### config.mk
export PLATFORM = sky130hd
export DESIGN_NAME = mem_port_arbiter
export DESIGN_NICKNAME = d
export VERILOG_FILES = /design/src/rtl/mem_port_arbiter_pkg.sv /design/src/rtl/arb_timeout_cnt.sv /design/src/rtl/mem_port_arbiter.sv
export SDC_FILE = /design/constraint.sdc
export NUM_CORES = 1
export LEC_CHECK = 0
export ABC_CLOCK_PERIOD_IN_PS = 3600
export CAP_MARGIN = 5
export CORE_AREA = 8 8 45 47
export DETAILED_ROUTE_END_ITERATION = 16
export DIE_AREA = 0 0 53 55
export PLACE_DENSITY_LB_ADDON = 0.2
export SLEW_MARGIN = 15
export SYNTH_ARGS = -nofsm -noshare
export SYNTH_HDL_FRONTEND = slang
export SYNTH_SLANG_ARGS = --single-unit
export TNS_END_PERCENT = 50
### constraint.sdc
create_clock -name clk -period 3.6 [get_ports clk]
set_input_delay 0.54 -clock clk [delete_from_list [all_inputs] [get_ports clk]]
set_output_delay 0.54 -clock clk [all_outputs]
set_load 0.02 [all_outputs]
### src/rtl/mem_port_arbiter_pkg.sv
// Shared encodings for the memory port arbiter and the mux it steers.
package mem_port_arbiter_pkg;

  typedef enum logic [1:0] {
    S_IDLE   = 2'b00,
    S_BUSY_A = 2'b01,
    S_BUSY_B = 2'b10
  } state_t;

  localparam logic SEL_A = 1'b0;
  localparam logic SEL_B = 1'b1;

  // Watchdog counter width; a disabled watchdog still keeps a 1-bit counter.
  function automatic int unsigned cnt_width(input int unsigned timeout);
    return (timeout == 0) ? 1 : $clog2(timeout + 1);
  endfunction

endpackage

### src/rtl/arb_timeout_cnt.sv
// Watchdog for one BUSY transaction: cleared at grant, counts while busy.
module arb_timeout_cnt
  import mem_port_arbiter_pkg::*;
#(
  parameter int unsigned TIMEOUT = 16,
  parameter int unsigned CNT_W   = 5
) (
  input  logic clk,
  input  logic rst,
  input  logic i_clr,
  input  logic i_en,
  output logic o_tc
);

  logic [CNT_W-1:0] r_cnt;

  always_ff @(posedge clk) begin
    if (rst || i_clr) begin
      r_cnt <= '0;
    end else if (i_en) begin
      r_cnt <= r_cnt + CNT_W'(1);
    end
  end

  always_comb begin
    o_tc = (TIMEOUT != 0) && (r_cnt == CNT_W'(TIMEOUT - 1));
  end

endmodule

### src/rtl/mem_port_arbiter.sv
// Round-robin arbiter for one shared memory port between fetch (A) and
// load/store (B), with back-to-back handover and a sticky watchdog error.
module mem_port_arbiter
  import mem_port_arbiter_pkg::*;
#(
  parameter int unsigned TIMEOUT = 16
) (
  input  logic clk,
  input  logic rst,
  input  logic req_a,
  input  logic req_b,
  input  logic we_b,
  input  logic mem_ready,
  output logic sel,
  output logic mem_req,
  output logic mem_we,
  output logic ack_a,
  output logic ack_b,
  output logic busy,
  output logic err
);

  localparam int unsigned CNT_W = cnt_width(TIMEOUT);

  state_t r_state;
  logic   r_last_grant;
  logic   w_tc, w_busy_st, w_done, w_timeout, w_arb;
  logic   w_cand_a, w_cand_b, w_grant_v, w_grant_b;

  arb_timeout_cnt #(
    .TIMEOUT(TIMEOUT),
    .CNT_W  (CNT_W)
  ) u_wdog (
    .clk  (clk),
    .rst  (rst),
    .i_clr(w_grant_v),
    .i_en (w_busy_st),
    .o_tc (w_tc)
  );

  // Arbitration runs in IDLE and on the completing edge of a transaction,
  // where the finishing requester is masked so the other side gets the port.
  always_comb begin
    w_busy_st = (r_state != S_IDLE);
    w_done    = w_busy_st && (mem_ready || w_tc);
    w_timeout = w_busy_st && w_tc && !mem_ready;
    w_arb     = !w_busy_st || w_done;
    w_cand_a  = req_a && (r_state != S_BUSY_A);
    w_cand_b  = req_b && (r_state != S_BUSY_B);
    w_grant_v = w_arb && (w_cand_a || w_cand_b);
    w_grant_b = w_cand_b && (!w_cand_a || (r_last_grant == SEL_A));
  end

  always_ff @(posedge clk) begin
    if (rst) begin
      r_state      <= S_IDLE;
      r_last_grant <= SEL_B;
      sel          <= SEL_A;
      mem_req      <= 1'b0;
      mem_we       <= 1'b0;
      ack_a        <= 1'b0;
      ack_b        <= 1'b0;
      busy         <= 1'b0;
      err          <= 1'b0;
    end else begin
      ack_a <= w_done && (r_state == S_BUSY_A);
      ack_b <= w_done && (r_state == S_BUSY_B);
      if (w_timeout) begin
        err <= 1'b1;
      end
      if (w_grant_v) begin
        r_state      <= w_grant_b ? S_BUSY_B : S_BUSY_A;
        r_last_grant <= w_grant_b ? SEL_B : SEL_A;
        sel          <= w_grant_b ? SEL_B : SEL_A;
        mem_req      <= 1'b1;
        busy         <= 1'b1;
        mem_we       <= w_grant_b && we_b;
      end else if (w_arb) begin
        r_state <= S_IDLE;
        mem_req <= 1'b0;
        busy    <= 1'b0;
        mem_we  <= 1'b0;
      end
    end
  end

endmodule

==> flow_summary.toml <==
[status]
outcome = "finished clean"

[die]
rows = 14
die_y_um = 55
die_x_um = 53
io_pins = 13
die_area_um2 = 2915
core_area_um2 = 1384
initial_core_util_pct = 44.85

[logic_synthesis]
ys_seq_area_share_pct = 45.16
syn-cell-area_um2 = 620.6
yosysWarnings = 0
synth_nets = 74
synthTopCellsByArea = "dfxtp_1 45%, nor2_1 6.0%, a21oi_1 4.8%"
ys_ff_latch = 14
synth_top_cell_by_area = "dfxtp_1"
syn_inst = 66
avgSynthCellArea_um2 = 9.403
synth_cell_types = 25
synth_top_cell_area_share_pct = 45.16

[job]
maxCapViolCount = 0

[sta]
setup_viol = 0
max_freq_mhz = 551.1
grt_setup_unrepaired = "false"
tns_ps = 0
tightest_slew_ps = 425.7
hold_viol = 0
fin_worst_skew_ps = 12.40
min_period_over_period_pct = 50.40
finalCriticalPeriod_ps = 1814
max_slew_margin_pct = 71.53
slew_violations = 0

[grt]
grt_pass1_vias = 500
grt_max_degree = 12
track_usage_pct = 10.08
grt_pass1_wl_um = 2132
antenna_found_initial = 0
grt-ovfl-total = 0

[hold_path]
hp-class = "register to register"
hold_start = "sel$_SDFFE_PP0P_"

[clocking]
hold_buffers = 0
cts_setup_buffers = 0
numCtsBuffers = 3
cts.sinks = 14
root_buffer = "clkbuf_4"
cts_buffer_depth = 2
clkLatencyLatePin_ps = 290
cts_tree = "yes"
path_clk_slew_ps = 90
htree_levels = 1
ctsResizeCount = 0

[setup_path]
required_ps = 3060
path_buf_inv = 1
arrival_ps = 1270
reg2reg_from = "u_wdog.r_cnt[0]$_SDFFE_PP0N_"
cp_slowest_stage_delay_ps = 620
crit_type = "register to primary output"
startpoint_type = "register"
worstPathCellList = "clkdlybuf4s50_1"
slowest_stage = "clkdlybuf4s50_1"
startpoint = "busy$_SDFFE_PP0P_"
crit_family = "buffers and inverters"
path_max_fanout = 3
end_kind = "primary output"

[finish]
layout.nets = 88
fillers = 131
insertedDiodeCount = 0
synthToLayoutAreaGrowth_pct = 24.19
drive_gt1_share_pct = 12.66

[detailed_routing]
routed_via_density = 5.389
wl_per_cell_um = 13.36
via_count = 512
route.detailed.drc = 0
drt_iter0_markers = 18
dr.pass1.iters = 4
ant_nets = 0
routed.top_layer = "met4"
wl_um = 1269
met1_length_um = 609
wl_met2_um = 534
wl_met3_um = 93

[pwr]
p_leak_uw = 0.0002842
finalPower_uw = 395.3
p_per_area_nw_per_um2 = 512.8
ir_worst_vdd_mv = 0.2338

[placed_design]
place_congestion = 0.7592
hpwl_um = 894.4
portBuffers = 12
-- stage by stage --
stage                     utilization, %  std cells  setup slack [ps]  hold WS (ps)  instance area, um^2
after floorplan                        -         66              1935         446.3                620.6
after global placement             53.07         91              1755         453.4                734.5
after detailed placement           53.07         91              1725         456.2                734.5
after CTS                          55.70         95              1762         472.8                770.7
after global routing               55.70         95              1668         515.3                770.7
final                              55.70         95              1786         469.2                770.7
-- cells in the mapped netlist, drive strengths merged --
cell	instances
a211oi	1
nor2	11
a22oi	3
or2	1
nand3	3
and2	1
xnor2	1
buf	3
nand2b	3
and3	1
ha	2
o22a	1
a21oi	7
nor4b	2
o22ai	1
dfxtp	14
inv	1
nand2	6
xor2	2
o21ai	1
nand4	1
-- sequential cells by signal (all words and copies together) (netlist names) --
| register | flops |
|---|---|
| ack_a | 1 |
| ack_b | 1 |
| busy | 1 |
| err | 1 |
| mem_we | 1 |
| r_last_grant | 1 |
| r_state | 2 |
| sel | 1 |
| u_wdog.r_cnt | 5 |
-- layout by cell type, fill, tap and decap left out, types with 2 or more instances in the layout --
| cell type | count |
|---|---|
| nor2_1 | 10 |
| a21oi_1 | 6 |
| clkdlybuf4s50_1 | 12 |
| ha_1 | 2 |
| xor2_1 | 2 |
| clkbuf_4 | 3 |
| a22oi_1 | 3 |
| nor4b_1 | 2 |
| nand2b_1 | 2 |
| dfxtp_1 | 14 |
| nand2_1 | 6 |
| nand3_1 | 3 |
-- layer usage --
layer,vias to the layer above,GRT usage [%]
met5,-,0
met4,0,7.759
met3,4,3.476
met2,22,14.26
met1,230,12.25
li1,256,-
-- path summary, 6_finish.rpt --
path	to	depth (start not counted)	slack, ps
max	busy	1	1790
min	sel$_SDFFE_PP0P_	2	470
max reg2reg	u_wdog.r_cnt[4]$_SDFFE_PP0N_	7	1790
min reg2reg	sel$_SDFFE_PP0P_	2	470
-- cell families after synthesis --
family | after synthesis | share of synthesized area, %
fa+ha+maj | 2 | 4.032
compound gates | 14 | 17.54
buf+inv | 4 | 4.837
simple gates | 29 | 24.20
xor+xnor | 3 | 4.235
flops | 14 | 45.16
-- final cells by class --
type | count | area [um^2] | area share, %
Inverter | 1 | 3.754 | 0.4870
Multi-Input combinational cell | 48 | 310.3 | 40.26
Clock buffer | 4 | 36.28 | 4.708
Tap cell | 16 | 20.02 | 2.597
Sequential cell | 14 | 280.3 | 36.36
Timing Repair Buffer | 12 | 120.1 | 15.58
-- power breakdown --
part / switching, uW / internal, uW / leakage (uW)
registers: 13.5 / 169 / 0.000114
clock network: 54.3 / 61.6 / 0.0000210
logic: 51.8 / 44.9 / 0.000149
total: 120 / 276 / 0.000284
No activity file was read; power rests on OpenSTA's default activity.
